**src/rtl/fft_butterfly_8.sv**
```systemverilog
// fft_butterfly_8: radix-2 DIT butterfly controller for the 8-point FFT.
// Define FFT_BFLY_SAT_EN to clamp Y results instead of wrapping them.
module fft_butterfly_8 #(
  parameter int DATA_W  = 12,
  parameter int TIMEOUT = 64
) (
  input  logic              clk,
  input  logic              rst,
  input  logic              in_valid,
  output logic              in_ready,
  input  logic [DATA_W-1:0] a_re,
  input  logic [DATA_W-1:0] a_im,
  input  logic [DATA_W-1:0] b_re,
  input  logic [DATA_W-1:0] b_im,
  input  logic [DATA_W-1:0] w_re,
  input  logic [DATA_W-1:0] w_im,
  output logic [DATA_W-1:0] mult_a,
  output logic [DATA_W-1:0] mult_b,
  output logic [DATA_W-1:0] mult_c,
  output logic [DATA_W-1:0] mult_d,
  output logic              mult_en,
  input  logic [23:0]       mult_real,
  input  logic [23:0]       mult_img,
  input  logic              mult_rdy,
  output logic              out_valid,
  input  logic              out_ready,
  output logic [DATA_W-1:0] y0_re,
  output logic [DATA_W-1:0] y0_im,
  output logic [DATA_W-1:0] y1_re,
  output logic [DATA_W-1:0] y1_im,
  output logic              timeout_err
);

  localparam int CW = (TIMEOUT > 1) ? $clog2(TIMEOUT) : 1;
  localparam logic [CW-1:0] T_LAST = CW'(TIMEOUT - 1);
  localparam int SW = DATA_W + 2;

  typedef enum logic [1:0] {IDLE, WAIT, SUM, OUT} state_t;

  state_t            state;
  logic [CW-1:0]     cnt;
  logic [DATA_W-1:0] a_re_q, a_im_q;
  logic [DATA_W:0]   p_re, p_im;
  logic [SW-1:0]     a_re_x, a_im_x, p_re_x, p_im_x;
  logic [SW-1:0]     s0_re, s0_im, s1_re, s1_im;
  logic [DATA_W-1:0] r0_re, r0_im, r1_re, r1_im;
  logic              unused_mult;

  // only the low DATA_W+1 product bits carry the 13-bit product
  assign unused_mult = ^{mult_real[23:DATA_W+1], mult_img[23:DATA_W+1]};

  // sign-extend A and P, then form the full-width sum and difference
  always_comb begin
    a_re_x = {{2{a_re_q[DATA_W-1]}}, a_re_q};
    a_im_x = {{2{a_im_q[DATA_W-1]}}, a_im_q};
    p_re_x = {p_re[DATA_W], p_re};
    p_im_x = {p_im[DATA_W], p_im};
    s0_re  = a_re_x + p_re_x;
    s0_im  = a_im_x + p_im_x;
    s1_re  = a_re_x - p_re_x;
    s1_im  = a_im_x - p_im_x;
  end

`ifdef FFT_BFLY_SAT_EN
  function automatic logic [DATA_W-1:0] fit(input logic [SW-1:0] v);
    if (v[SW-1:DATA_W-1] == '0 || v[SW-1:DATA_W-1] == '1)
      fit = v[DATA_W-1:0];
    else if (v[SW-1])
      fit = {1'b1, {(DATA_W-1){1'b0}}};
    else
      fit = {1'b0, {(DATA_W-1){1'b1}}};
  endfunction

  // clamp each component into the signed DATA_W range
  always_comb begin
    r0_re = fit(s0_re);
    r0_im = fit(s0_im);
    r1_re = fit(s1_re);
    r1_im = fit(s1_im);
  end
`else
  logic unused_hi;
  assign unused_hi = ^{s0_re[SW-1:DATA_W], s0_im[SW-1:DATA_W],
                       s1_re[SW-1:DATA_W], s1_im[SW-1:DATA_W]};

  // keep the low DATA_W bits (two's-complement wrap)
  always_comb begin
    r0_re = s0_re[DATA_W-1:0];
    r0_im = s0_im[DATA_W-1:0];
    r1_re = s1_re[DATA_W-1:0];
    r1_im = s1_im[DATA_W-1:0];
  end
`endif

  // control FSM with registered handshake, operand and result outputs
  always_ff @(posedge clk or posedge rst) begin
    if (rst) begin
      state       <= IDLE;
      cnt         <= '0;
      in_ready    <= 1'b1;
      mult_en     <= 1'b0;
      out_valid   <= 1'b0;
      timeout_err <= 1'b0;
      mult_a      <= '0;
      mult_b      <= '0;
      mult_c      <= '0;
      mult_d      <= '0;
      a_re_q      <= '0;
      a_im_q      <= '0;
      p_re        <= '0;
      p_im        <= '0;
      y0_re       <= '0;
      y0_im       <= '0;
      y1_re       <= '0;
      y1_im       <= '0;
    end else begin
      timeout_err <= 1'b0;
      unique case (state)
        IDLE: begin
          if (in_valid) begin
            a_re_q   <= a_re;
            a_im_q   <= a_im;
            mult_a   <= b_re;
            mult_b   <= b_im;
            mult_c   <= w_re;
            mult_d   <= w_im;
            mult_en  <= 1'b1;
            in_ready <= 1'b0;
            cnt      <= '0;
            state    <= WAIT;
          end
        end
        WAIT: begin
          if (mult_rdy) begin
            p_re    <= mult_real[DATA_W:0];
            p_im    <= mult_img[DATA_W:0];
            mult_en <= 1'b0;
            state   <= SUM;
          end else if (cnt == T_LAST) begin
            timeout_err <= 1'b1;
            mult_en     <= 1'b0;
            in_ready    <= 1'b1;
            state       <= IDLE;
          end else begin
            cnt <= cnt + 1'b1;
          end
        end
        SUM: begin
          y0_re     <= r0_re;
          y0_im     <= r0_im;
          y1_re     <= r1_re;
          y1_im     <= r1_im;
          out_valid <= 1'b1;
          state     <= OUT;
        end
        OUT: begin
          if (out_ready) begin
            out_valid <= 1'b0;
            in_ready  <= 1'b1;
            state     <= IDLE;
          end
        end
        default: state <= IDLE;
      endcase
    end
  end

endmodule

```
**config.mk**
```make
export PLATFORM = sky130hd
export DESIGN_NAME = fft_butterfly_8
export DESIGN_NICKNAME = d
export VERILOG_FILES = /design/src/rtl/fft_butterfly_8.sv
export SDC_FILE = /design/constraint.sdc
export NUM_CORES = 1
export LEC_CHECK = 0
export ABC_CLOCK_PERIOD_IN_PS = 6300
export CAP_MARGIN = 30
export CORE_MARGIN = 2
export CORE_UTILIZATION = 39
export CTS_BUF_LIST = sky130_fd_sc_hd__clkbuf_8
export DETAILED_ROUTE_END_ITERATION = 7
export HOLD_SLACK_MARGIN = 0.12
export MAX_ROUTING_LAYER = met4
export PLACE_DENSITY = 0.64
export REMOVE_ABC_BUFFERS = 1
export SLEW_MARGIN = 40
export SYNTH_ARGS = -nofsm -noshare
export SYNTH_HDL_FRONTEND = slang
export SYNTH_SLANG_ARGS = --single-unit
export TNS_END_PERCENT = 20
```
**constraint.sdc**
```tcl
create_clock -name clk -period 6.3 [get_ports clk]
set_input_delay 0.63 -clock clk [delete_from_list [all_inputs] [get_ports clk]]
set_output_delay 0.63 -clock clk [all_outputs]
set_load 0.02 [all_outputs]
```
==> impl_results.md, run 1 <==
* Final period demand of the worst path at roughly 2.3 ns
* Switching part of the total at 44.53%
* Endpoints failing hold at 0
* Number of enable-type register cells in the synthesized netlist at 0
* Worst-case hold path end point: y1_im[6]
* Port Buffers at 200
* Prevailing post-synth register cell: sky130_fd_sc_hd__dfrtp_1
* Final layout net count at about 1,100
* First drt pass iteration count at 4
* Final core utilization at between 50% and 60%
* Clock skew at 0.01773 ns
* Clock transition at path regs at 0.10 ns
* Inst Count DP at 1,170
* Resized cells post-CTS at 0
* Endpoint of the worst-slack reg-to-reg timing path: y1_im[10]
* I/O pin total at 225
* R2R Setup Slk at 4.04 ns
* Worst VDD drop at ~0.28 mV
* Share of the cycle needed by the critical path after routing at between 30% and 40%
* Routed vias/inst at ~5.1
* Synth area leaders: sky130_fd_sc_hd__dfrtp_1, sky130_fd_sc_hd__mux2_2, sky130_fd_sc_hd__ha_1
* Proportion of layout cells with a drive suffix above 1 at between 10% and 20%
* Initial standard-cell utilization of the core at approximately two fifths
* Yosys cell types at 62
* DRC violations left at 0
* CTS tree: built
* Wire per inst at about 16 µm
* Worst rel slew slack at 54.16%
* Pre-CTS setup slack at about 3.7 ns
* Net Sw Power at between 2 and 3 mW
* Leading cell type in the layout, fill and taps excluded: sky130_fd_sc_hd__clkdlybuf4s50_1
* Pins Over Slew Limit at 0
* Relative contribution of combinational cells to total power at 61.3%
* Total wire length after detailed routing at about 19,000 µm
* Maxcap violations at 0
* Total via count in the routed design at 6,101
* Portion of synthesized cell area occupied by the leading cell type at 46.89%
* Number of clock buffers inserted by TritonCTS at 17
* PD cells at 611.9 nW/µm²
* Die Width at 148.7 µm
* Start point of the worst hold path: y1_im[6]
* Required time of the critical path at 6.65 ns
* Floorplan die area at between 20,000 and 25,000 µm²
* Detailed Route Iter0 Violations at 226
* Standard-cell row count at between 50 and 60
* Startpoint-to-endpoint class of the critical path: reg -> reg
* RSZ-0062 raised after global routing: false
* Number of warnings issued by yosys at 0
* Aggregate negative setup slack at 0 ns
* Global route overflow at 0
* H-tree lvl count at 4
* Part of the power in the clock network at between 10 and 15%
* Number of setup buffers added after CTS at 0
* P&R area growth vs syn at 31.99%
* Global-route wire length before repair at ~31,000 µm
* Clock tree sinks at approximately 150
* Leakage power figure at 4.606 nW
* Synthesized instance count at 734
* Final weighted congestion in routability-driven placement at ~0.83
* Number of hold buffers added after CTS at 0
* Int Power at 3.658 mW
* Most frequent cells in the layout: sky130_fd_sc_hd__clkdlybuf4s50_1, sky130_fd_sc_hd__dfrtp_1, sky130_fd_sc_hd__mux2_2
* Pin slew with the least headroom to its limit at about 0.69 ns
* Clock Path Buffers at 2
* Std-Cell Core Area at slightly above 20,000 µm²
* Hold Crit Depth at 1
* Insertion delay of the later-clocked pin in the worst-skew pair at approximately 0.46 ns
* Number of antenna violations at the first check in global routing at 0
* Dpl hpwl at 13,700 µm
* Die Y-Extent at 148.7 µm
* Design Area, Final at approximately 11,000 µm²
* Endpoint type of the worst setup path: flip-flop
* Final setup vio count at 0
* Result of the run: finished clean
* N_diodes at 0
* Library cell occupying the most area in the post-synthesis netlist: sky130_fd_sc_hd__dfrtp_1
* Overall routing resource usage at a little under a fifth
* Via count of the first global-routing pass at 6,281
* Crit path launch type: flip-flop
* Seq cells post-synth at roughly 150
* Largest fanout of any net on the critical path at 3
* Reg-to-Reg Start: a_im_q[0]
* Fmax at around 440 MHz
* Maximum number of pins on one net before global-route repair at around 90
* Remaining number of nets flagged by the antenna check after routing at 0
* Sequential area share after synthesis at a little under half
* Final cell count without fillers at 1,202
* Area of the mapped netlist at about 8000 µm²
* CTS Root Buffer Type: sky130_fd_sc_hd__clkbuf_8
* Worst path arrival time at 2.61 ns
* Placed instance area at between 10,000 and 15,000 µm²
* Kind of path behind the tightest hold check: reg -> reg
* Mean Syn Cell Area at ~11 µm²
* Share of total power in sequential cells at a little over a quarter
* Fraction of registers with async set/reset at 100.0%
* Worst Setup Slack, final at a little over 4 ns
* Worst reg2reg path depth at 8
-- synth_stat cells, types with 3 or more instances --
cell and instances:
sky130_fd_sc_hd__dfrtp_1 153, sky130_fd_sc_hd__mux2_2 104, sky130_fd_sc_hd__nor2_1 55, sky130_fd_sc_hd__a21oi_1 53, sky130_fd_sc_hd__ha_1 49, sky130_fd_sc_hd__inv_1 42, sky130_fd_sc_hd__nand2_1 31, sky130_fd_sc_hd__o21ai_0 23
sky130_fd_sc_hd__clkbuf_1 18, sky130_fd_sc_hd__xnor2_1 18, sky130_fd_sc_hd__buf_2 13, sky130_fd_sc_hd__nor2b_1 13, sky130_fd_sc_hd__nor3_1 11, sky130_fd_sc_hd__a211oi_1 10, sky130_fd_sc_hd__o31ai_1 10, sky130_fd_sc_hd__nand2b_1 9
sky130_fd_sc_hd__o21a_1 8, sky130_fd_sc_hd__a21o_1 7, sky130_fd_sc_hd__xor2_1 7, sky130_fd_sc_hd__nand3_1 6, sky130_fd_sc_hd__nand4_1 6, sky130_fd_sc_hd__o211ai_1 6, sky130_fd_sc_hd__o21bai_1 5, sky130_fd_sc_hd__a31oi_1 4
sky130_fd_sc_hd__fa_1 4, sky130_fd_sc_hd__mux2i_1 4, sky130_fd_sc_hd__o311ai_0 4, sky130_fd_sc_hd__o31a_1 4, sky130_fd_sc_hd__or2_2 4, sky130_fd_sc_hd__or3_1 4, sky130_fd_sc_hd__buf_4 3, sky130_fd_sc_hd__nor3b_1 3
sky130_fd_sc_hd__o21ai_1 3
-- worst max-delay path, cell delays in order (launching register included) --
cell and delay, ns:
sky130_fd_sc_hd__dfrtp_1 0.39, sky130_fd_sc_hd__inv_1 0.06, sky130_fd_sc_hd__ha_1 0.22, sky130_fd_sc_hd__fa_1 0.42, sky130_fd_sc_hd__nor2b_1 0.26, sky130_fd_sc_hd__o31ai_2 0.13, sky130_fd_sc_hd__a211oi_1 0.40, sky130_fd_sc_hd__nor3_1 0.08
sky130_fd_sc_hd__o31ai_1 0.21
-- area by class of cell --
class | count | area, µm²
clock buffers | 17 | 234.0
flip-flops and latches | 154 | 3855
inverters | 45 | 177.7
fillers | 1810 | 9587
well taps | 270 | 337.8
clock inverters | 15 | 158.9
repair buffers | 203 | 2028
multi-input cells | 498 | 3986
-- power groups by stage --
stage / clock [mW] / sequential (mW) / combinational (mW)
after floorplan: 0 / 2.16 / 2.37
after global placement: 0 / 1.82 / 4.00
after detailed placement: 0 / 1.83 / 4.04
after CTS: 0.777 / 1.82 / 4.07
after global routing: 0.815 / 1.88 / 4.44
final: 0.746 / 1.81 / 4.04
-- logic make-up after synthesis --
logic type                 share of synthesized area [%]
AOI/OAI and AO/OA                                  13.70
xor gates and xnor gates                           2.682
adders and majority gates                          8.489
buffers and inverters                              4.198
DFF                                                47.21
muxes                                              14.83
and+or+nand+nor                                    8.888
-- worst max-delay path by stage --
stage,start,end,slack [ns],cells past startpoint
after floorplan,rst,async pin,1.52,1
after global placement,rst,p_re[9],3.55,3
after detailed placement,mult_rdy,p_im[4],3.68,4
after CTS,flip-flop,p_im[4],3.98,5
after global routing,flip-flop,p_im[4],3.88,5
final,a_im_q[0],y1_im[10],4.04,8
-- stage by stage --
step / hold WS (ns) / total power, mW
after floorplan: 0.4716 / 4.534
after global placement: 0.4705 / 5.816
after detailed placement: 0.4699 / 5.876
after CTS: 0.4919 / 6.660
after global routing: 0.5256 / 7.138
final: 0.4879 / 6.595
-- routing by layer --
| layer | global-route usage (%) | wire length (µm) | vias to the layer above |
|---|---|---|---|
| met5 | - | 0 | - |
| met4 | 4.190 | 207 | 0 |
| met3 | 5.337 | 1034 | 15 |
| met2 | 29.58 | 9010 | 162 |
| met1 | 23.72 | 9019 | 2968 |
| li1 | - | - | 2956 |
-- state kept, by name, summed over array words and instances (netlist names), 6 cells and up, named ones only --
register,cells
a_im_q,12
a_re_q,12
mult_a,12
mult_b,12
mult_c,12
mult_d,12
p_im,12
p_re,12
y1_im,12
y1_re,12
y0_im,11
y0_re,11
cnt,6
(Power assumes the default switching activity.)
==> run 2: changes to the inputs <==
--- a/config.mk
+++ b/config.mk
@@ -5,7 +5,7 @@
 export SDC_FILE = /design/constraint.sdc
 export NUM_CORES = 1
 export LEC_CHECK = 0
-export ABC_CLOCK_PERIOD_IN_PS = 6300
+export ABC_CLOCK_PERIOD_IN_PS = 2200
 export CAP_MARGIN = 30
 export CORE_MARGIN = 2
 export CORE_UTILIZATION = 39
==> constraint.sdc (replaced) <==
create_clock -name clk -period 2.2 [get_ports clk]
set_input_delay 0.22 -clock clk [delete_from_list [all_inputs] [get_ports clk]]
set_output_delay 0.22 -clock clk [all_outputs]
set_load 0.02 [all_outputs]
==> impl_results.md, run 2 (synthesis results as in run 1) <==
* R2R Setup Slk at 0.08 ns
* Via count of the first global-routing pass at about 6,400
* I/O pin total at between 200 and 250
* Std-Cell Core Area at between 20,000 and 25,000 µm²
* Final core utilization at ~54%
* Int Power at ~11 mW
* Number of antenna violations at the first check in global routing at 0
* First drt pass iteration count at 5
* Worst reg2reg path depth at 8
* Final setup vio count at 0
* Clock skew at 0.01934 ns
* Worst hold-check slack at about 0.15 ns
* Critical-path cell list: ha_2, inv_1, fa_2, or2_4, a221oi_4, a31o_1, mux2i_1, a211o_1
* Maxcap violations at 0
* Part of the power in the clock network at 10.4%
* Fmax at 471.8 MHz
* RSZ-0062 raised after global routing: true
* Floorplan die area at approximately 22,000 µm²
* Pins Over Slew Limit at 0
* Number of hold buffers added after CTS at 0
* Worst Setup Slack, final at between 0.08 and 0.09 ns
* Pre-CTS setup slack at 0.02276 ns
* Final layout net count at approximately 1,100
* Startpoint-to-endpoint class of the critical path: reg -> reg
* Switching part of the total at between 40 and 50%
* Insertion delay of the later-clocked pin in the worst-skew pair at 0.46 ns
* Remaining number of nets flagged by the antenna check after routing at 0
* Reg-to-Reg Start: a_im_q[0]
* Delay of the slowest critical-path stage at around 0.38 ns
* Pin slew with the least headroom to its limit at 0.4475 ns
* Overall routing resource usage at 18.89%
* Endpoint of the worst-slack reg-to-reg timing path: y0_im[10]
* N_diodes at 0
* Resized cells post-CTS at 0
* Library cell contributing the largest single delay on the critical path: sky130_fd_sc_hd__dfrtp_1
* Clock Path Buffers at 2
* PD cells at approximately 1800 nW/µm²
* Worst VDD drop at 0.8716 mV
* H-tree lvl count at 4
* Worst rel slew slack at 69.85%
* Dpl hpwl at about 14,000 µm
* Number of clock buffers inserted by TritonCTS at 17
* Endpoint type of the worst setup path: flip-flop
* Proportion of layout cells with a drive suffix above 1 at between 20% and 30%
* Kind of path behind the tightest hold check: in -> async
* Wire per inst at 16.01 µm
* Largest fanout of any net on the critical path at 3
* Result of the run: finished clean
* Die Width at 148.7 µm
* Routed vias/inst at between 5 and 6
* Detailed Route Iter0 Violations at ~250
* Relative contribution of combinational cells to total power at about 63%
* Maximum number of pins on one net before global-route repair at 49
* Leakage power figure at roughly 4.7 nW
* Die Y-Extent at roughly 150 µm
* Share of total power in sequential cells at about a quarter
* Most frequent cells in the layout: sky130_fd_sc_hd__clkdlybuf4s50_1, sky130_fd_sc_hd__dfrtp_1, sky130_fd_sc_hd__mux2_2
* Required time of the critical path at around 2.5 ns
* Final period demand of the worst path at about 2.1 ns
* Total wire length after detailed routing at between 15,000 and 20,000 µm
* Global route overflow at 0
* Clock transition at path regs at 0.10 ns
* Port Buffers at 200
* Standard-cell row count at 52
* CTS tree: built
* Clock tree sinks at 154
* Final weighted congestion in routability-driven placement at 0.8447
* Leading cell type in the layout, fill and taps excluded: sky130_fd_sc_hd__clkdlybuf4s50_1
* Crit path launch type: flip-flop
* Number of setup buffers added after CTS at 0
* Global-route wire length before repair at approximately 32,000 µm
* Initial standard-cell utilization of the core at between 40% and 50%
* Net Sw Power at approximately 8.5 mW
* Worst path arrival time at about 2.5 ns
* DRC violations left at 0
* Endpoints failing hold at 0
* P&R area growth vs syn at 35.11%
* CTS Root Buffer Type: sky130_fd_sc_hd__clkbuf_8
* Total via count in the routed design at between 6,000 and 7,000
* Share of the cycle needed by the critical path after routing at roughly 96%
run 2: routing by layer:
metal  wire length, µm  share of wire, %  GRT usage (%)  up-vias
li1                  -                 -              -     2995
met3              1136               5.8          4.847       15
met4               215               1.1          4.714        0
met1              9037                46          24.45     3012
met5                 0                 0              -        -
met2              9191                47          29.84      166
run 2: area by class of cell:
type	instances	area, µm²
Clock inverter	14	112.6
Clock buffer	18	247.7
Inverter	45	173.9
Multi-Input combinational cell	498	4034
Sequential cell	154	3856
Timing Repair Buffer	224	2270
Fill cell	1809	9333
Tap cell	270	337.8
run 2: per-stage QoR:
step / cell area [µm²] / TNS [ns] / power [mW] / cells
floorplan: 7991 / -399.42 / 12.98 / 697
global placement: 10610 / 0 / 17.11 / 1191
detailed placement: 10610 / 0 / 17.26 / 1191
CTS: 10970 / 0 / 19.40 / 1223
global route: 11030 / -0.05093 / 21.00 / 1223
finish: 11030 / 0 / 19.43 / 1223
run 2: power by group through the flow:
stage	sequential (mW)	combinational [mW]	clock (mW)
floorplan	6.19	6.79	0
global placement	5.19	11.9	0
detailed placement	5.25	12.0	0
CTS	5.20	12.1	2.10
global route	5.39	13.4	2.21
finish	5.19	12.2	2.02
run 2: worst max path at each step:
| stage | from | end | slack [ns] |
|---|---|---|---|
| after floorplan | rst | async pin | -2.17 |
| after global placement | a_im_q[0] | y0_im[10] | 0.04 |
| after detailed placement | a_im_q[0] | y1_im[10] | 0.02 |
| after CTS | a_im_q[0] | y0_im[10] | 0.008 |
| after global routing | a_im_q[0] | y0_im[6] | -0.01 |
| final | a_im_q[0] | y0_im[10] | 0.08 |
run 2: critical path, delay by kind of cell, from the launching register on:
family / cells / cell delay [ns]
simple gates: 1 / 0.25
flops: 1 / 0.38
fa+ha+maj: 2 / 0.51
mux: 1 / 0.07
buf+inv: 1 / 0.05
compound gates: 3 / 0.74
